## config.mk

```make
export PLATFORM = sky130hd
export DESIGN_NAME = instr_fetch_ctrl
export DESIGN_NICKNAME = d
export VERILOG_FILES = /design/src/rtl/instr_fetch_ctrl.sv
export SDC_FILE = /design/constraint.sdc
export NUM_CORES = 1
export LEC_CHECK = 0
export BUFFER_PORTS_ARGS = -buffer_cell sky130_fd_sc_hd__buf_2
export CELL_PAD_IN_SITES_DETAIL_PLACEMENT = 0
export CELL_PAD_IN_SITES_GLOBAL_PLACEMENT = 1
export CORE_MARGIN = 2
export CORE_UTILIZATION = 39
export DETAILED_ROUTE_END_ITERATION = 6
export PLACE_DENSITY = 0.9
export SETUP_SLACK_MARGIN = 0.3
export SYNTH_ARGS = -nofsm -noshare
export SYNTH_HDL_FRONTEND = slang
export SYNTH_SLANG_ARGS = --single-unit
export TNS_END_PERCENT = 1
```

## constraint.sdc

```tcl
create_clock -name clk -period 5.35 [get_ports clk]
set_input_delay 0.535 -clock clk [delete_from_list [all_inputs] [get_ports clk]]
set_output_delay 0.535 -clock clk [all_outputs]
set_load 0.03 [all_outputs]
```

## src/rtl/instr_fetch_ctrl.sv

```systemverilog
// instr_fetch_ctrl: single-issue fetch controller feeding an instruction register from a combinational ROM.
module instr_fetch_ctrl #(
    parameter logic [7:0] RESET_PC = 8'h00,
    parameter logic [3:0] HALT_OP  = 4'b0000
) (
    input  logic        clk,
    input  logic        rst,
    input  logic        start,
    input  logic [7:0]  start_pc,
    output logic [7:0]  rom_addr,
    input  logic [15:0] rom_data,
    output logic [15:0] ir,
    output logic [7:0]  ir_pc,
    output logic        ir_valid,
    input  logic        ir_ready,
    input  logic        br_taken,
    input  logic [7:0]  br_target,
    output logic        halted,
    output logic        busy,
    output logic [15:0] fetch_cnt
);
    typedef enum logic [1:0] {IDLE, RUN, HALT} state_t;
    state_t state, state_n;
    logic [7:0] pc, pc_n, ir_pc_n;
    logic [15:0] ir_n, cnt_n;
    logic ir_valid_n, fetch;
    assign rom_addr = pc;
    assign halted = state == HALT;
    assign busy = state == RUN;
    assign fetch = state == RUN && !br_taken && (!ir_valid || ir_ready);
    always_comb begin
        state_n = state;
        pc_n = pc;
        ir_n = ir;
        ir_pc_n = ir_pc;
        ir_valid_n = ir_valid;
        cnt_n = fetch_cnt;
        if (state != RUN && start) begin
            state_n = RUN;
            pc_n = start_pc;
            ir_valid_n = 1'b0;
            cnt_n = 16'h0000;
        end else if (state == RUN && br_taken) begin
            ir_valid_n = 1'b0;
            pc_n = br_target;
        end else if (fetch) begin
            ir_n = rom_data;
            ir_pc_n = pc;
            ir_valid_n = 1'b1;
            cnt_n = (fetch_cnt == 16'hFFFF) ? fetch_cnt : fetch_cnt + 16'd1;
            // a halt word is delivered but pc parks on it
            state_n = (rom_data[15:12] == HALT_OP) ? HALT : RUN;
            pc_n = (rom_data[15:12] == HALT_OP) ? pc : pc + 8'd1;
        end else if (state == HALT && ir_ready) begin
            ir_valid_n = 1'b0;
        end
    end
    always_ff @(posedge clk or posedge rst) begin
        if (rst) begin
            state <= IDLE;
            pc <= RESET_PC;
            ir <= 16'h0000;
            ir_pc <= 8'h00;
            ir_valid <= 1'b0;
            fetch_cnt <= 16'h0000;
        end else begin
            state <= state_n;
            pc <= pc_n;
            ir <= ir_n;
            ir_pc <= ir_pc_n;
            ir_valid <= ir_valid_n;
            fetch_cnt <= cnt_n;
        end
    end
endmodule
```

==> run summary, run 1 <==
status - finished clean
Worst R2R Path Depth - 5
clock power share - 15.2%
worst vdd ir - 0.309 mV
total core area - 0.00628 mm2
P_int - 963 uW
CTS Hold Bufs - 0
Max Cap Violations - 0
largest net degree at the start of global routing - 52
max-slew violations - 0
asr flop ratio synth - 100%
Tot GR Track Use - 18.0%
Worst Hold Class - in2reg
Wirelength per Cell - 13.8 um
maximum fanout along the worst path - 31
Total Wirelength - 6120 um
synth-to-layout area growth - 24.0%
R2R Path Start - state[1]
R2R Setup Slk - 3.04 ns
syn_area_per_cell - 8.89 um2
fin util - 49.7%
Cell Rows - 29
logic gate share of total power - 49.4%
Cell Area, Synth - 0.00252 mm2
Synth Instances - 283
Final min period - 2.31 ns
PnR Total Power - 1.85 mW
Final Cycle Share - 43.2%
Placed Instances - 436
WP depth - 5
leading area contributor after synthesis - dfrtp_1
first-pass GRT wire length - 10300 um
via count - 2277
Crit path max-delay family - simple AND/OR/NAND/NOR gates
crit path launch - state[1]
WP buf/inv - 0
Seq/Total Area, Yosys - 50.7%
Primary FF master, synth - dfrtp_1
startpoint types - flip-flop
slowest CP cell - nor3_4
DP HPWL - 4310 um
routability cong. - 0.873
Residual DRC - 0
DRT Pass-1 Iters - 4
Die ar. - 0.00711 mm2
Switching Fraction - 48.0%
FF+latch count, synth - 51
Worst-Margin Slew - 1.12 ns
grt total ovfl - 0
RR Endpoint - fetch_cnt[11]
CP Data Required Time - 5.58 ns
unique cell type count in the Yosys netlist - 44
die width - 84.3 um
remaining antenna violation count after routing - 0
clock root cell - clkbuf_8
Seq pwr share - 35.5%
dominant cells by area after synthesis - dfrtp_1, nand2_1, and3_1, a21oi_1, nand3_1
most common cell after layout, fill and taps aside - nand2_1
Vias per Instance - 5.13
post-layout net count - 405
Mapped Nets - 322
vias in the first global route - 2162
CP Capture Type - flip-flop
leakage power - 1.63 nW
fin cells - 444
CTS resizes - 0
RSZ-0062 raised after global routing - no
Synthesis Warnings - 0
H-tree lvl count - 2
Die Height - 84.3 um
initial antenna violation count - 0
worst stage delay on the critical path - 0.91 ns
final hold vios - 0
clock slew at reported path FFs - 0.09 ns
layout cell share with drive strength beyond 1 - 28.3%
Cell Pwr Density - 594 mW/mm2
antenna cells - 0
Slew headroom - 25.0%
P_sw - 889 uW
Final TNS setup - 0 ns
Setup Viol. Count Final - 0
postcts setup bufs - 0
Crit Path Category - reg2reg
number of DRC markers in iteration 0 - 151
fmax - 433 MHz
critical-path cell list - nand2b_4 -> nor3_4 -> nand4_1 -> or3_1 -> a21oi_1
top cell type's share of synthesized area - 50.7%
worst setup path end - fetch_cnt[11]
TritonCTS Sinks - 51
filler instances - 634
CTS tree - yes
Top Ports - 88
clk_skew - 0.00825 ns
CP Data Arrival Time - 2.54 ns
CTS Buffer Depth - 2
Starting Density - 40.1%
I/O Buffers - 87
worst skew pair latency - 0.31 ns
number of buffers created by CTS - 5
most frequent cells in the layout - nand2_1, buf_2, dfrtp_1
Post-synth EDFFs - 0
kinds of logic (layout without fill, tap and decap cells):
group	Yosys count	after routing	synth area share [%]
XOR/XNOR	5	5	1.74
multiplexers	5	5	1.99
buffers and inverters	22	106	3.68
AO/OA/AOI/OAI	46	46	12.9
flip-flops	51	51	50.7
AND/OR/NAND/NOR	152	152	28.0
adder cells (fa/ha/maj)	2	2	0.994
sequential cells by signal, indices dropped and copies added, names as in the netlist:
register	count
ir_valid	1
ir	16
rom_addr	8
state	2
ir_pc	8
fetch_cnt	16
per-layer routing:
| metal | global-route usage, % | wire length [um] |
|---|---|---|
| met5 | 0 | 0 |
| met4 | 5.43 | 89 |
| met3 | 4.92 | 375 |
| met2 | 27.3 | 2840 |
| met1 | 25.1 | 2820 |
area by class of cell:
type | instances | area [um2] | share of cell area [%]
Tap cell | 77 | 96.3 | 3.09
Sequential cell | 51 | 1280 | 40.9
Inverter | 11 | 41.3 | 1.32
Timing Repair Buffer | 87 | 435 | 14.0
Clock buffer | 6 | 82.6 | 2.65
Multi-Input combinational cell | 210 | 1150 | 37.0
Clock inverter | 2 | 35.0 | 1.12
cells in the mapped netlist, types with 2 or more instances:
cell	instances
nor2_1	14
o211ai_1	4
clkbuf_1	6
ha_1	2
nand4_1	8
a31oi_1	3
or3_1	4
nand2b_1	2
buf_2	2
nand3_1	11
a21o_1	2
and3_1	9
o21ai_1	6
inv_1	11
nor2b_1	4
nor3_1	2
and2_1	2
nand2_1	88
xor2_1	2
mux2i_1	5
xnor2_1	3
dfrtp_1	51
a211oi_1	2
o21ai_0	8
a21oi_1	11
buf_1	2
a222oi_1	2
metrics by stage:
step | hold WS [ns] | worst slack, ns | cell area (um2)
finish | 0.411 | 3.04 | 3120
global route | 0.411 | 2.80 | 3120
CTS | 0.400 | 3.02 | 3120
detailed placement | 0.457 | 2.96 | 3000
global placement | 0.452 | 2.97 | 3000
floorplan | 0.467 | 3.52 | 2520
worst min path at each step:
stage	from	to	slack, ns	depth (start not counted)
2_1_floorplan	state[1]	ir_valid	0.47	1
3_3_place_gp	ir[5]	ir[5]	0.45	2
3_5_place_dp	ir[12]	ir[12]	0.46	2
4_1_cts	rom_data[5]	ir[5]	0.40	3
5_1_grt	rom_data[6]	ir[6]	0.41	3
6_report	rom_data[5]	ir[5]	0.41	3
power by group through the flow:
stage	logic (mW)	registers, mW	clock network [mW]
5_1_grt	1.02	0.676	0.305
3_5_place_dp	0.922	0.664	0
6_report	0.914	0.657	0.281
2_1_floorplan	0.406	0.920	0
3_3_place_gp	0.912	0.660	0
4_1_cts	0.925	0.656	0.289
worst reg2reg max path, cell delays in order, from the launching register on:
cell and delay (ns):
dfrtp_1 0.42, nand2b_4 0.20, nor3_4 0.91, nand4_1 0.21, or3_1 0.36, a21oi_1 0.14
(Power assumes the default switching activity.)
==> run 2, diff against run 1 <==
- CORE_UTILIZATION: 39 -> 33
- PLACE_DENSITY: 0.9 -> 0.81
- clock period: 5.35 -> 1.9 ns (I/O delays scaled with it)
==> run summary, run 2 (synthesized netlist as in run 1, its figures left out) <==
status - finished clean
R2R Path Start - state[1]
Cell Rows - 31 (+6.9%)
pre-CTS setup slack - 0.133 ns (-2.83 ns)
slowest CP cell - or3_4
Design Area, Final - 0.00332 mm2 (+6.3%)
biggest regs - fetch_cnt: 16 flops, ir: 16 flops
synth-to-layout area growth - 31.8%
post-layout net count - 419 (+3.5%)
startpoint types - flip-flop
Wirelength per Cell - 13.8 um (+0.34%)
Top Ports - 88 (unchanged)
Max Cap Violations - 0 (unchanged)
number of buffers created by CTS - 5 (unchanged)
vias in the first global route - 2133 (-1.3%)
critical-path cell list - nand2b_4 -> or3_4 -> a2111oi_4 -> xnor2_1 -> nor2_1
Crit path max-delay family - simple AND/OR/NAND/NOR gates
Crit Path Category - reg2reg
Setup Viol. Count Final - 0 (unchanged)
Worst-Margin Slew - 0.673 ns (-0.448 ns)
Starting Density - 34.3% (-5.8 points)
filler instances - 748 (+18%)
remaining antenna violation count after routing - 0 (unchanged)
max-slew violations - 0 (unchanged)
antenna cells - 0 (unchanged)
die width - 91.3 um (+8.3%)
number of DRC markers in iteration 0 - 132 (-13%)
clk_skew - 0.00607 ns (-0.00217 ns)
placed cell area - 0.00313 mm2 (+4.1%)
Vias per Instance - 4.81 (-6.2%)
final hold vios - 0 (unchanged)
clock power share - 13.7% (-1.5 points)
logic gate share of total power - 52.3% (+2.9 points)
maximum fanout along the worst path - 8 (-74%)
clock root cell - clkbuf_8
initial antenna violation count - 0 (unchanged)
most frequent cells in the layout - nand2_1, buf_2, dfrtp_1
Cell Pwr Density - 1630 mW/mm2 (+170%)
WP buf/inv - 0 (unchanged)
DP HPWL - 4680 um (+8.5%)
Register Area - 0.00129 mm2 (+1.1%)
via count - 2304 (+1.2%)
grt total ovfl - 0 (unchanged)
worst stage delay on the critical path - 0.44 ns (-0.47 ns)
clock slew at reported path FFs - 0.09 ns (about the same)
CP Data Required Time - 2.09 ns (-3.49 ns)
layout cell share with drive strength beyond 1 - 36.1% (+7.7 points)
R2R Setup Slk - 0.25 ns (-2.79 ns)
P_int - 2.83 mW (+190%)
crit path launch - state[1]
Residual DRC - 0 (unchanged)
leakage power - 1.68 nW (+2.9%)
most common cell after layout, fill and taps aside - nand2_1
Switching Fraction - 47.6% (-0.44 points)
CP Capture Type - flip-flop
P_sw - 2.57 mW (+190%)
Worst Hold Class - in2async
CP Data Arrival Time - 1.84 ns (-0.70 ns)
TritonCTS Sinks - 51 (unchanged)
Final Cycle Share - 86.8% (+44 points)
Die ar. - 0.00834 mm2 (+17%)
Worst R2R Path Depth - 5 (unchanged)
CTS Hold Bufs - 0 (unchanged)
first-pass GRT wire length - 10700 um (+4.8%)
Total Wirelength - 6620 um (+8.3%)
total core area - 0.00733 mm2 (+17%)
Final TNS setup - 0 ns (unchanged)
Seq pwr share - 34.1% (-1.4 points)
H-tree lvl count - 2 (unchanged)
worst vdd ir - 0.743 mV (+140%)
Die Height - 91.3 um (+8.3%)
Tot GR Track Use - 15.9% (-2.0 points)
WP depth - 5 (unchanged)
Final min period - 1.65 ns (-0.659 ns)
largest net degree at the start of global routing - 52 (unchanged)
fmax - 606 MHz (+40%)
DRT Pass-1 Iters - 4 (unchanged)
Final WS setup - 0.250 ns (-2.79 ns)
RSZ-0062 raised after global routing - yes
CTS tree - yes
worst skew pair latency - 0.30 ns (about the same)
PnR Total Power - 5.40 mW (+190%)
routability cong. - 0.787 (-9.8%)
worst setup path end - fetch_cnt[10]
I/O Buffers - 87 (unchanged)
Multi-input gate area - 0.00121 mm2 (+4.9%)
CTS Buffer Depth - 2 (unchanged)
RR Endpoint - fetch_cnt[10]
fin util - 45.2% (-4.5 points)
Slew headroom - 55.2% (+30 points)
## run 2: cell types whose count changed in the layout (fill, tap and decap cells not counted), sizes merged
cell,previous run,this run
a31oi,4,5
buf,87,100
clkbuf,6,5
clkinv,1,0
clkinvlp,0,1
## run 2: worst min-delay path by stage
stage	to	from
after floorplan	ir[0]	rom_data[0]
after global placement	ir[2]	rom_data[2]
after detailed placement	ir[7]	rom_data[7]
after CTS	ir[7]	rom_data[7]
after global routing	ir[7]	rom_data[7]
final	ir_pc[1]	rst
## run 2: layout make-up
class | count | share of cell area, %
clock buffers | 5 | 2.07
clock inverters | 2 | 1.13
inverters | 11 | 1.24
multi-input cells | 211 | 36.5
flip-flops and latches | 51 | 38.9
well taps | 99 | 3.73
repair buffers | 100 | 16.4
## run 2: per-stage QoR
| stage | std cells | hold WS (ns) |
|---|---|---|
| 2_1_floorplan | 283 | 0.295 |
| 3_3_place_gp | 465 | 0.381 |
| 3_5_place_dp | 465 | 0.387 |
| 4_1_cts | 477 | 0.0633 |
| 5_1_grt | 479 | 0.0542 |
| 6_report | 479 | 0.0510 |
## run 2: power by group through the flow
| stage | logic, mW | registers, mW | clock network, mW |
|---|---|---|---|
| 6_report | 2.82 | 1.84 | 0.739 |
| 5_1_grt | 3.08 | 1.91 | 0.819 |
| 4_1_cts | 2.81 | 1.84 | 0.773 |
| 3_5_place_dp | 2.72 | 1.88 | 0 |
| 3_3_place_gp | 2.68 | 1.86 | 0 |
| 2_1_floorplan | 1.17 | 2.61 | 0 |
## run 2: worst min-delay path, stage by stage
cell and delay [ns]:
buf_2 0.10, inv_2 0.03, buf_4 0.52
## run 2: layer usage
metal	part of all wire (%)	global-route usage, %
met5	0	0
met4	0.83	4.67
met3	3.6	2.66
met2	48	26.4
met1	47	21.5
## run 2: timing repair
item                                    4_1_cts  5_1_grt
gates cloned                                  1        0
resized for setup                             4        1
endpoints found under the setup margin       25       35
endpoints found under the hold margin         0        0
buffers inserted                              4        2
pin swaps                                     3        0
